--- src/rtl/seg_scan_decoder.sv ---
// -----------------------------------------------------------------------------
// seg_scan_decoder
// Receive-side monitor for a multiplexed 7-segment display bus. It samples the
// active-low segment lines and digit enables, waits until a digit's pattern
// has been stable for STABLE_CYCLES samples, then maps the segment pattern
// back to a hex nibble. When every digit position has been committed since
// the last frame, it produces a one-cycle frame_valid pulse.
//
// Parameters
//   DIGITS        number of multiplexed digit positions (1..8)
//   STABLE_CYCLES identical samples required before a commit (2..15)
//
// Ports
//   clk          system clock, rising edge
//   rst          asynchronous active-high reset
//   seg[7:0]     active-low segments, seg[0]=a .. seg[6]=g, seg[7]=dp
//   an           active-low digit enables, exactly one low selects a digit
//   digits       decoded nibble per digit, digit i at [4i+3:4i]
//   dp_out       decimal point per digit, active-high
//   invalid      1 = last committed pattern of digit i was not a hex code
//   frame_valid  one-cycle pulse when all positions have been committed
// -----------------------------------------------------------------------------
module seg_scan_decoder #(
   parameter int DIGITS        = 8,
   parameter int STABLE_CYCLES = 4
) (
   input  logic                  clk,
   input  logic                  rst,
   input  logic [7:0]            seg,
   input  logic [DIGITS-1:0]     an,
   output logic [4*DIGITS-1:0]   digits,
   output logic [DIGITS-1:0]     dp_out,
   output logic [DIGITS-1:0]     invalid,
   output logic                  frame_valid
);

   localparam int         IDX_W   = (DIGITS > 1) ? $clog2(DIGITS) : 1;
   localparam logic [3:0] CNT_MAX = 4'(STABLE_CYCLES);

   // Inverse hex-to-segment map. Returns {no_match, value}; value is 0 on no match.
   function automatic logic [4:0] decode_seg(input logic [6:0] segs);
      logic [4:0] res;
      case (segs)
         7'h3F:   res = 5'h00;
         7'h06:   res = 5'h01;
         7'h5B:   res = 5'h02;
         7'h4F:   res = 5'h03;
         7'h66:   res = 5'h04;
         7'h6D:   res = 5'h05;
         7'h7D:   res = 5'h06;
         7'h07:   res = 5'h07;
         7'h7F:   res = 5'h08;
         7'h6F:   res = 5'h09;
         7'h77:   res = 5'h0A;
         7'h7C:   res = 5'h0B;
         7'h39:   res = 5'h0C;
         7'h5E:   res = 5'h0D;
         7'h79:   res = 5'h0E;
         7'h71:   res = 5'h0F;
         default: res = 5'h10;
      endcase
      return res;
   endfunction

   // input sample stage and the sample before it, for change detection
   logic [7:0]        r_s_seg;
   logic [DIGITS-1:0] r_s_an;
   logic [7:0]        r_p_seg;
   logic [DIGITS-1:0] r_p_an;
   logic [3:0]        r_cnt;
   logic [DIGITS-1:0] r_seen;

   logic [4:0]          w_low_cnt;
   logic [IDX_W-1:0]    w_sel_idx;
   logic                w_sel_ok;
   logic                w_changed;
   logic [3:0]          w_cnt_next;
   logic                w_commit;
   logic [4:0]          w_dec;
   logic [DIGITS-1:0]   w_seen_set;
   logic                w_frame_done;
   logic [4*DIGITS-1:0] w_digits_next;
   logic [DIGITS-1:0]   w_dp_next;
   logic [DIGITS-1:0]   w_inv_next;

   // Locate the single low enable; more than one low (or none) is not a selection.
   always_comb begin
      w_low_cnt = 5'd0;
      w_sel_idx = '0;
      for (int k = 0; k < DIGITS; k++) begin
         if (!r_s_an[k]) begin
            w_low_cnt = w_low_cnt + 5'd1;
            w_sel_idx = IDX_W'(k);
         end else begin
            w_low_cnt = w_low_cnt;
         end
      end
      w_sel_ok = (w_low_cnt == 5'd1);
   end

   // Qualification counter and the commit strobe (fires once, on reaching CNT_MAX).
   always_comb begin
      w_changed = ({r_s_an, r_s_seg} != {r_p_an, r_p_seg});
      if (!w_sel_ok) begin
         w_cnt_next = 4'd0;
      end else if (w_changed) begin
         w_cnt_next = 4'd1;
      end else if (r_cnt == CNT_MAX) begin
         w_cnt_next = r_cnt;
      end else begin
         w_cnt_next = r_cnt + 4'd1;
      end
      w_commit = (w_cnt_next == CNT_MAX) && (r_cnt != CNT_MAX);
      w_dec    = decode_seg(~r_s_seg[6:0]);
   end

   // Next values of the per-digit outputs and the frame accumulator.
   always_comb begin
      w_digits_next = digits;
      w_dp_next     = dp_out;
      w_inv_next    = invalid;
      w_seen_set    = r_seen;
      for (int k = 0; k < DIGITS; k++) begin
         if (w_commit && (w_sel_idx == IDX_W'(k))) begin
            w_digits_next[4*k +: 4] = w_dec[3:0];
            w_dp_next[k]            = ~r_s_seg[7];
            w_inv_next[k]           = w_dec[4];
            w_seen_set[k]           = 1'b1;
         end else begin
            w_digits_next[4*k +: 4] = digits[4*k +: 4];
            w_dp_next[k]            = dp_out[k];
            w_inv_next[k]           = invalid[k];
            w_seen_set[k]           = r_seen[k];
         end
      end
      w_frame_done = w_commit && (&w_seen_set);
   end

   // State and output registers.
   always_ff @(posedge clk or posedge rst) begin
      if (rst) begin
         r_s_seg     <= 8'hFF;
         r_s_an      <= '1;
         r_p_seg     <= 8'hFF;
         r_p_an      <= '1;
         r_cnt       <= 4'd0;
         r_seen      <= '0;
         digits      <= '0;
         dp_out      <= '0;
         invalid     <= '0;
         frame_valid <= 1'b0;
      end else begin
         r_s_seg     <= seg;
         r_s_an      <= an;
         r_p_seg     <= r_s_seg;
         r_p_an      <= r_s_an;
         r_cnt       <= w_cnt_next;
         digits      <= w_digits_next;
         dp_out      <= w_dp_next;
         invalid     <= w_inv_next;
         frame_valid <= w_frame_done;
         // the completing commit starts a fresh frame
         if (w_frame_done) begin
            r_seen <= '0;
         end else begin
            r_seen <= w_seen_set;
         end
      end
   end

endmodule

--- config.mk ---
export PLATFORM = sky130hd
export DESIGN_NAME = seg_scan_decoder
export DESIGN_NICKNAME = d
export VERILOG_FILES = /design/src/rtl/seg_scan_decoder.sv
export SDC_FILE = /design/constraint.sdc
export NUM_CORES = 1
export LEC_CHECK = 0
export BUFFER_PORTS_ARGS = -buffer_cell sky130_fd_sc_hd__buf_2
export CAP_MARGIN = 20
export CORE_AREA = 2 2 110 80
export CTS_CLUSTER_SIZE = 20
export DETAILED_ROUTE_END_ITERATION = 10
export DIE_AREA = 0 0 112 82
export GPL_TIMING_DRIVEN = 0
export PLACE_DENSITY = 0.79
export SLEW_MARGIN = 25
export SYNTH_ARGS = -nofsm -noshare
export SYNTH_HDL_FRONTEND = slang
export SYNTH_SLANG_ARGS = --single-unit
--- constraint.sdc ---
create_clock -name clk -period 7 [get_ports clk]
set_clock_uncertainty 0.05 [all_clocks]
set_input_delay 1.05 -clock clk [delete_from_list [all_inputs] [get_ports clk]]
set_output_delay 1.05 -clock clk [all_outputs]
set_load 0.01 [all_outputs]
# Yosys cells after proc, flatten, opt, wreduce, memory -nomap -nowiden
# Cells that the tools add are included.
classes:
  div_mod_pow: 0
  shift: 0
  mul: 0
  reduce_logical: 12
  n_eq_ne: 28
  n_lt_le_gt_ge: 0
  muxes: 28
  bitwise: 2
  addsub: 8
op_table:
  columns: ["operator", "n"]
  rows:
  - ["7-bit equality test, second input constant", 12]
  - ["5-bit one-hot mux with 16 select lines", 1]
  - ["5-bit by 1-bit adder with 5-bit output, second input constant", 7]
  - ["5-bit 2-to-1 mux", 7]
  - ["3-bit 2-to-1 mux", 6]
  - ["16-bit inequality test", 1]
  - ["7-bit by 3-bit equality test with 1-bit output, second input constant", 2]
  - ["7-bit by 6-bit equality test with 1-bit output, second input constant", 2]
  - ["3-bit equality test, second input constant", 4]
  - ["4-bit 2-to-1 mux", 3]
  - ["1-bit logical AND", 10]
  - ["1-bit 2-to-1 mux", 10]
  - ["4-bit by 3-bit equality test with 1-bit output, second input constant", 2]
  - ["8-bit 2-to-1 mux", 1]
  - ["8-bit AND reduction", 1]
  - ["7-bit NOT", 1]
  - ["3-bit by 2-bit equality test with 1-bit output, second input constant", 2]
  - ["5-bit by 1-bit equality test with 1-bit output, second input constant", 1]
  - ["4-bit by 1-bit adder with 4-bit output, second input constant", 1]
  - ["4-bit by 3-bit inequality test with 1-bit output, second input constant", 1]
  - ["3-bit by 1-bit equality test with 1-bit output, second input constant", 1]
  - ["3-bit zero test", 1]
  - ["1-bit NOT", 1]
word_totals:
  memories: 0
  output_inout_bits: 49
  mem_bits_rw: 0
  latch_bits: 0
  regBits: 93
  input_bits: 18
  rom_bits: 0

# Depth between registers and ports, before layout
# Gate-level depths: netlist of run 1.
depth:
  word_depth: 24
  ltp_mapped: 25

# Worst setup path before layout of run 1
# OpenSTA, ideal clock, no wires.
synth_timing:
  kind: "reg-to-reg"
  start: "reg r_s_an[0]"
  end: "reg digits[0]"
  stages_incl_launch_ff: 24
  arrival_time_ps: 5290
  setup_slack_ps: 1534
  n_path_buf: 1
  required_time_ps: 6825
  path_cell_list: "dfstp_2 inv_1 ha_1 xnor2_1 ha_1 nor2b_1 a21o_1 ha_1 nor2b_1 a21o_1 ha_1 nor2b_1 a221o_1 ha_1 nor2_1 nor2_1 ha_1 nand2b_1 xnor2_1 xnor3_1 or3_4 or4_4 buf_6 mux2_4"
synth_via:
  elab_chain_cells: 20
  elab_cells_between_ends: 22
synth_lines:
  columns: ["element", "line", "rtl"]
  rows:
  - ["start: declaration", "67", "logic [DIGITS-1:0] r_s_an;"]
  - ["start signal: assignment", "154", "r_s_an <= an;"]
  - ["1-bit 2-to-1 mux", "91", "if (!r_s_an[k]) begin"]
  - ["5-bit by 1-bit adder with 5-bit output", "92", "w_low_cnt = w_low_cnt + 5'd1;"]
  - ["5-bit 2-to-1 mux", "91", null]
  - ["5-bit by 1-bit adder with 5-bit output", "92", null]
  - ["5-bit 2-to-1 mux", "91", null]
  - ["5-bit by 1-bit adder with 5-bit output", "92", null]
  - ["5-bit 2-to-1 mux", "91", null]
  - ["5-bit by 1-bit adder with 5-bit output", "92", null]
  - ["[4 not listed]", null, null]
  - ["5-bit 2-to-1 mux", "91", null]
  - ["5-bit by 1-bit adder with 5-bit output", "92", null]
  - ["5-bit 2-to-1 mux", "91", null]
  - ["5-bit by 1-bit equality test with 1-bit output", "98", "w_sel_ok = (w_low_cnt == 5'd1);"]
  - ["4-bit 2-to-1 mux *", "104", "if (!w_sel_ok) begin"]
  - ["4-bit by 3-bit equality test with 1-bit output *", "113", "w_commit = (w_cnt_next == CNT_MAX) && (r_cnt != CNT_MAX);"]
  - ["1-bit logical AND *", "113", null]
  - ["1-bit logical AND *", "124", "if (w_commit && (w_sel_idx == IDX_W'(k))) begin"]
  - ["end signal: assignment", "158", "digits <= w_digits_next;"]
  - ["end: declaration", "31", "output logic [4*DIGITS-1:0] digits,"]
# Mark *: on every way between the ends. The rest lies on a longest branch, timed or not.
# A chain may end at the register's enable or synchronous reset.

# Worst setup path in the final report of run 1
layout_timing:
  start: "reg r_s_an[1]"
  end: "reg digits[26]"
layout_via:
  elab_chain_cells: 18
  elab_cells_between_ends: 28
layout_lines:
  columns: ["element", "line"]
  rows:
  - ["5-bit 2-to-1 mux", "91"]
  - ["5-bit by 1-bit adder with 5-bit output", "92"]
  - ["5-bit 2-to-1 mux", "91"]
  - ["5-bit by 1-bit adder with 5-bit output", "92"]
  - ["5-bit 2-to-1 mux", "91"]
  - ["5-bit by 1-bit adder with 5-bit output", "92"]
  - ["5-bit 2-to-1 mux", "91"]
  - ["5-bit by 1-bit adder with 5-bit output", "92"]
  - ["[2 not listed]", null]
  - ["5-bit 2-to-1 mux", "91"]
  - ["5-bit by 1-bit adder with 5-bit output", "92"]
  - ["5-bit 2-to-1 mux", "91"]
  - ["5-bit by 1-bit equality test with 1-bit output", "98"]
  - ["4-bit 2-to-1 mux", "104"]
  - ["4-bit by 3-bit equality test with 1-bit output", "113"]
  - ["1-bit logical AND", "113"]
  - ["1-bit logical AND *", "124"]
# Marked as above.

==> flow_metrics.env, run 1 <==
export IMPL_drc_errors=0
export IMPL_clock_power_share=0.392
export IMPL_final_layout_size_suffix_gt1_frac=0.381
export IMPL_root_buffer="clkbuf_16"
export IMPL_endpoint_kind="register"
export IMPL_synth_enable_flop_cells=0
export IMPL_yosysWarningCount=0
export IMPL_gp_congestion=0.814
export IMPL_synth_most_common_cell="dfrtp_1"
export IMPL_start_util=0.553
export IMPL_crit_chain="inv_1 -> ha_1 -> xnor2_1 -> ha_1 -> nor2b_1 -> a21o_1 -> ha_1 -> nor2b_1 -> a21o_1 -> ha_1 -> nor2b_1 -> a221o_1 -> ha_1 -> nor2_1 -> nor2_1 -> ha_1 -> nand2b_1 -> xnor2_1 -> xnor3_1 -> nor3_1 -> o2111ai_1 -> nor2_2 -> mux2_2"
export IMPL_pwr_share_comb=0.141
export IMPL_worst_path_most_repeated_cell="ha_1"
export IMPL_drt_iter0_markers=220
export IMPL_worstSetupPathType="register to register"
export IMPL_fin_nets=484
export IMPL_switching_power_w=0.000314
export IMPL_grt_pass1_wl_mm=15.4
export IMPL_syn_cell_area_um2=4540
export IMPL_vias=3221
export IMPL_tightest_slew_ps=720
export IMPL_htree_levels=3
export IMPL_p_leak_nw=2.62
export IMPL_place_detailed_instances=551
export IMPL_netlist_cell_type_count=65
export IMPL_status="finished, final reports clean"
export IMPL_routedWlPerCell_um=16.5
export IMPL_core_area_um2=8200
export IMPL_grt_max_degree=59
export IMPL_numCtsBuffers=9
export IMPL_synthArstFlopShare=1.00
export IMPL_mappedNetlistNets=406
export IMPL_ys_ff_latch=93
export IMPL_fmax_mhz=172
export IMPL_antenna_cells=0
export IMPL_powerDensity_nw_per_um2=229
export IMPL_yosysSeqAreaShare=0.522
export IMPL_synthTopCellsByArea="dfrtp_1, dfstp_2, mux2_2, mux2_4, xor2_1"
export IMPL_postCtsSetupBuffers=0
export IMPL_start_kind="register"
export IMPL_first_pass_iters=4
export IMPL_syn_inst=379
export IMPL_period_share=0.833
export IMPL_synth_area_leader_cell="dfrtp_1"
export IMPL_vdd_ir_drop_max_mv=0.215
export IMPL_clock_latency_ps=340
export IMPL_fp_dieArea_um2=9180
export IMPL_cpPeakStageDelay_ps=590
export IMPL_cts_buffer_depth=2
export IMPL_yosys_area_top_type_share=0.336
export IMPL_die_w_um=112
export IMPL_layout_min_cycle_time_ps=5830
export IMPL_wl_mm=9.35
export IMPL_grt_overflow_total=0
export IMPL_hpwl_mm=6.72
export IMPL_setup_violations=0
export IMPL_max_slew_margin=0.516
export IMPL_viasPerCell=5.68
export IMPL_grt_pass1_vias=3203
export IMPL_switching_share=0.258
export IMPL_maxCapViolCount=0
export IMPL_hold_viol=0
export IMPL_synth_ff_type="dfrtp_1"
export IMPL_p_int_w=0.000904
export IMPL_tritoncts="built"
export IMPL_fin_cells=567
export IMPL_grt_usage=0.215
export IMPL_critical_path_arrival_ps=6010
export IMPL_seq_power_share=0.466
export IMPL_cts_sinks=93
export IMPL_holdCritPathClass="register to register"
export IMPL_port_buffers=66
export IMPL_grt_antenna_before_repair=0
export IMPL_syn_area_per_cell_um2=12.0
export IMPL_clk_pin_slew_ps=70
export IMPL_die_h_um=82
export IMPL_rows=28
export IMPL_hold_buffers=0
export IMPL_cp_required_ps=7180
export IMPL_tns_ps=0
export IMPL_crit_family="adder cells"
export IMPL_rsz0062_at_grt="no"
export IMPL_path_buf_inv=1
export IMPL_drtAntennaViolNets=0
export IMPL_cpMaxStageDelayCell="dfstp_2"
export IMPL_path_max_fanout=7
export IMPL_synth_commonest_cells="dfrtp_1, dfstp_2, mux2_2, nor2_1, inv_1"
export IMPL_pin_count=67
export IMPL_cts_resized=0
export IMPL_drv_slew=0
export IMPL_area_delta_synth_final_pct=17.5
## power groups by stage
stage / registers [W] / logic (W) / clock network (W)
2_1_floorplan: 0.000574 / 0.000135 / 0
3_3_place_gp: 0.000576 / 0.000162 / 0
3_5_place_dp: 0.000577 / 0.000171 / 0
4_1_cts: 0.000568 / 0.000172 / 0.000486
5_1_grt: 0.000569 / 0.000196 / 0.000506
6_report: 0.000568 / 0.000172 / 0.000478
## metrics by stage
stage               hold WS, ps  setup WS [ps]  utilization  instance area, um^2  power, W
floorplan                   302           1530            -                 4540  0.000709
global placement            306           1240        0.610                 5000  0.000738
detailed placement          312           1140        0.614                 5030  0.000749
CTS                         321           1150        0.650                 5330   0.00123
global route                331            642        0.650                 5330   0.00127
finish                      318           1170        0.650                 5330   0.00122
## final timing paths
path / slack, ps / startpoint / end / cells after the start
min reg2reg: 320 / r_s_seg[7]$_DFF_PP1_ / r_p_seg[7]$_DFF_PP1_ / 0
min in group asynchronous: 630 / rst / r_seen[2]$_DFF_PP0_ / 2
max: 1170 / r_s_an[1]$_DFF_PP1_ / digits[26]$_DFFE_PP0P_ / 23
max reg2reg: 1170 / r_s_an[1]$_DFF_PP1_ / digits[26]$_DFFE_PP0P_ / 23
min: 320 / r_s_seg[7]$_DFF_PP1_ / r_p_seg[7]$_DFF_PP1_ / 0
max in group asynchronous: 5700 / rst / r_cnt[0]$_DFF_PP0_ / 3
## registers in the layout (all words and copies together) (netlist names)
register / cells
r_cnt: 4
r_s_an: 8
invalid: 8
r_p_an: 8
r_seen: 8
r_p_seg: 8
r_s_seg: 8
dp_out: 8
digits: 32
frame_valid: 1
## kinds of logic after synthesis
| logic type | count (synthesis) | synth area share |
|---|---|---|
| AO/OA/AOI/OAI | 50 | 0.0739 |
| XOR/XNOR | 30 | 0.0742 |
| adder cells (fa/ha/maj) | 9 | 0.0248 |
| buffers and inverters | 42 | 0.0389 |
| flip-flops | 93 | 0.522 |
| multiplexers | 48 | 0.129 |
| AND/OR/NAND/NOR | 107 | 0.137 |
## area by class of cell
type                       count  area [um^2]
fill                         614         2870
sequential                    93         2370
multi-input combinational    244         1990
timing repair buffer          67          358
clock buffer                  12          268
tap                          105          131
buffer                        21         97.6
inverter                      21         83.8
clock inverter                 4         30.0
## routing by layer
| layer | GRT usage | routed length (um) |
|---|---|---|
| met1 | 0.282 | 4250 |
| met2 | 0.355 | 4460 |
| met3 | 0.0613 | 518 |
| met4 | 0.0671 | 119 |
| met5 | 0 | 0 |
## placed cells by master (no fill, tap or decap), types with 2 or more instances in the layout
cell / instances
nor2b_1: 9
o2111ai_1: 2
clkbuf_16: 10
a21o_1: 3
nand3_1: 9
o21ai_1: 2
mux2i_1: 8
inv_1: 19
o21ai_0: 12
xnor2_1: 7
a32oi_1: 2
o21a_1: 2
a21oi_1: 11
clkbuf_1: 15
o32a_1: 4
or3_1: 4
and3b_1: 2
mux2_2: 25
nand3b_1: 4
nor2_1: 22
dfrtp_1: 61
mux2_4: 15
nand4b_1: 2
and3_1: 2
nor4_1: 6
nor3_1: 6
buf_6: 2
buf_1: 2
nand4_1: 3
buf_2: 69
inv_6: 2
dfstp_2: 32
nand2_1: 19
ha_1: 9
xor2_1: 18
nand2b_1: 4
or4_1: 2
o22ai_1: 2
Power figures use the tool's default switching activity.
==> inputs of run 2 (changes only) <==
==> constraint.sdc (replaced) <==
create_clock -name clk -period 5.8 [get_ports clk]
set_clock_uncertainty 0.05 [all_clocks]
set_input_delay 0.87 -clock clk [delete_from_list [all_inputs] [get_ports clk]]
set_output_delay 0.87 -clock clk [all_outputs]
set_load 0.01 [all_outputs]
==> run 2 against run 1 <==
Against the previous run: global-route usage about the same; first-iteration DRC count fell by 9.5%; worst hold slack better by 0.51 ps; highest routed layer unchanged; fmax is 5.9% higher; combinational power is 35% higher; sequential cell count stayed put; register-to-register slack got worse by 870 ps; largest cell class unchanged; critical endpoint is now digits[13]$_DFFE_PP0P_.
==> flow_metrics.env, run 2 (synthesis gave the netlist of run 1 again) <==
export IMPL_final_common_cell="buf_2"
export IMPL_period_share=0.949
export IMPL_antenna_cells=0
export IMPL_hold_depth=0
export IMPL_status="finished, final reports clean"
export IMPL_root_buffer="clkbuf_16"
export IMPL_grt_usage=0.216
export IMPL_htree_levels=3
export IMPL_crit_family="adder cells"
export IMPL_clock_latency_ps=340
export IMPL_fillCellCount=596
export IMPL_power_w=0.00149
export IMPL_grt_max_degree=59
export IMPL_fin_cells=576
export IMPL_numCtsBuffers=9
export IMPL_cp_num_cells=23
export IMPL_cpMaxStageDelayCell="dfstp_2"
export IMPL_fmax_mhz=182
export IMPL_hpwl_mm=6.72
export IMPL_final_layout_size_suffix_gt1_frac=0.410
export IMPL_worstRegToRegCells=23
export IMPL_r2r_start="r_s_an[0]$_DFF_PP1_"
export IMPL_core_area_um2=8200
export IMPL_critical_path_arrival_ps=5690
export IMPL_hold_viol=0
export IMPL_cts_sinks=93
export IMPL_setup_violations=0
export IMPL_grt_antenna_before_repair=0
export IMPL_drt_iter0_markers=199
export IMPL_worst_path_most_repeated_cell="ha_1"
export IMPL_p_leak_nw=2.67
export IMPL_crit_path_start="r_s_an[0]$_DFF_PP1_"
export IMPL_path_buf_inv=2
export IMPL_hold_buffers=0
export IMPL_place_detailed_instances=551
export IMPL_vdd_ir_drop_max_mv=0.260
export IMPL_layout_min_cycle_time_ps=5500
export IMPL_pin_count=67
export IMPL_drv_slew=0
export IMPL_cpPeakStageDelay_ps=580
export IMPL_grt_pass1_vias=3208
export IMPL_drtAntennaViolNets=0
export IMPL_start_util=0.553
export IMPL_tritoncts="built"
export IMPL_first_pass_iters=4
export IMPL_grt_pass1_wl_mm=15.4
export IMPL_area_delta_synth_final_pct=20.5
export IMPL_routedWlPerCell_um=16.5
export IMPL_port_buffers=66
export IMPL_gp_congestion=0.814
export IMPL_crit_chain="inv_2 -> ha_4 -> xnor2_2 -> ha_1 -> nor2b_2 -> a21o_1 -> ha_4 -> nor2b_1 -> a21o_1 -> ha_1 -> nor2b_1 -> a221o_1 -> ha_1 -> nor2_1 -> nor2_1 -> ha_1 -> nand2b_1 -> xnor2_1 -> xnor3_2 -> or3_4 -> or4_1 -> buf_2 -> mux2_4"
export IMPL_powerDensity_nw_per_um2=273
export IMPL_endpoint_kind="register"
export IMPL_worstHoldStart="r_s_seg[7]$_DFF_PP1_"
export IMPL_tightest_slew_ps=941
export IMPL_tns_ps=0
export IMPL_final_cell_mix="buf_2, dfrtp_1, dfstp_2"
export IMPL_die_w_um=112
export IMPL_max_slew_margin=0.365
export IMPL_fp_dieArea_um2=9180
export IMPL_cts_buffer_depth=2
export IMPL_worstSetupPathType="register to register"
export IMPL_maxCapViolCount=0
export IMPL_path_max_fanout=8
export IMPL_drc_errors=0
export IMPL_fin_nets=493
export IMPL_vias=3228
export IMPL_start_kind="register"
export IMPL_cp_required_ps=5980
export IMPL_regMostFlops="digits"
export IMPL_holdCritPathClass="register to register"
export IMPL_die_h_um=82
export IMPL_viasPerCell=5.60
export IMPL_clk_pin_slew_ps=70
export IMPL_rows=28
export IMPL_wl_mm=9.52
export IMPL_grt_overflow_total=0
export IMPL_largest_reg_flops=32
export IMPL_final_util=0.667
[run 2: final timing paths]
| path | slack, ps | endpoint |
|---|---|---|
| min in group asynchronous | 450 | r_seen[2]$_DFF_PP0_ |
| hold / removal | 320 | r_p_seg[7]$_DFF_PP1_ |
| max in group asynchronous | 4680 | r_seen[1]$_DFF_PP0_ |
| hold reg to reg | 320 | r_p_seg[7]$_DFF_PP1_ |
| setup / recovery | 300 | digits[13]$_DFFE_PP0P_ |
| setup reg to reg | 300 | digits[13]$_DFFE_PP0P_ |
[run 2: power by group]
group	switching, W	leakage (nW)	total, W	internal, W
Combinational	0.000129	1.34	0.000233	0.000104
Clock	0.000246	0.144	0.000576	0.000330
Sequential	0.0000127	1.19	0.000685	0.000672
Total	0.000388	2.67	0.00149	0.00111
[run 2: metal layers]
layer,track usage,part of all wire,up-vias
li1,-,-,1504
met1,0.283,0.46,1620
met2,0.353,0.48,88
met3,0.0620,0.050,16
met4,0.0695,0.015,0
met5,0,0,-
[run 2: metrics by stage]
| stage | setup slack (ps) | hold slack, ps | instance area (um^2) |
|---|---|---|---|
| final | 298 | 318 | 5470 |
| after global routing | -14.0 | 331 | 5470 |
| after CTS | 23.4 | 321 | 5340 |
| after detailed placement | -64.5 | 312 | 5030 |
| after global placement | 41.9 | 306 | 5000 |
| after floorplan | 334 | 302 | 4540 |
[run 2: layout make-up]
type                       instances  area, um^2  area share
buffer                            20        86.3      0.0158
clock buffer                      12         268      0.0490
clock inverter                     4        30.0     0.00549
inverter                          21        83.8      0.0153
multi-input combinational        244        2070       0.378
sequential                        93        2370       0.433
tap                              105         131      0.0240
timing repair buffer              77         433      0.0792
[run 2: repair_timing]
item,in CTS,in global routing
pin swaps,0,8
gates resized for setup,0,12
buffers inserted,1,9
setup endpoints to repair,15,57
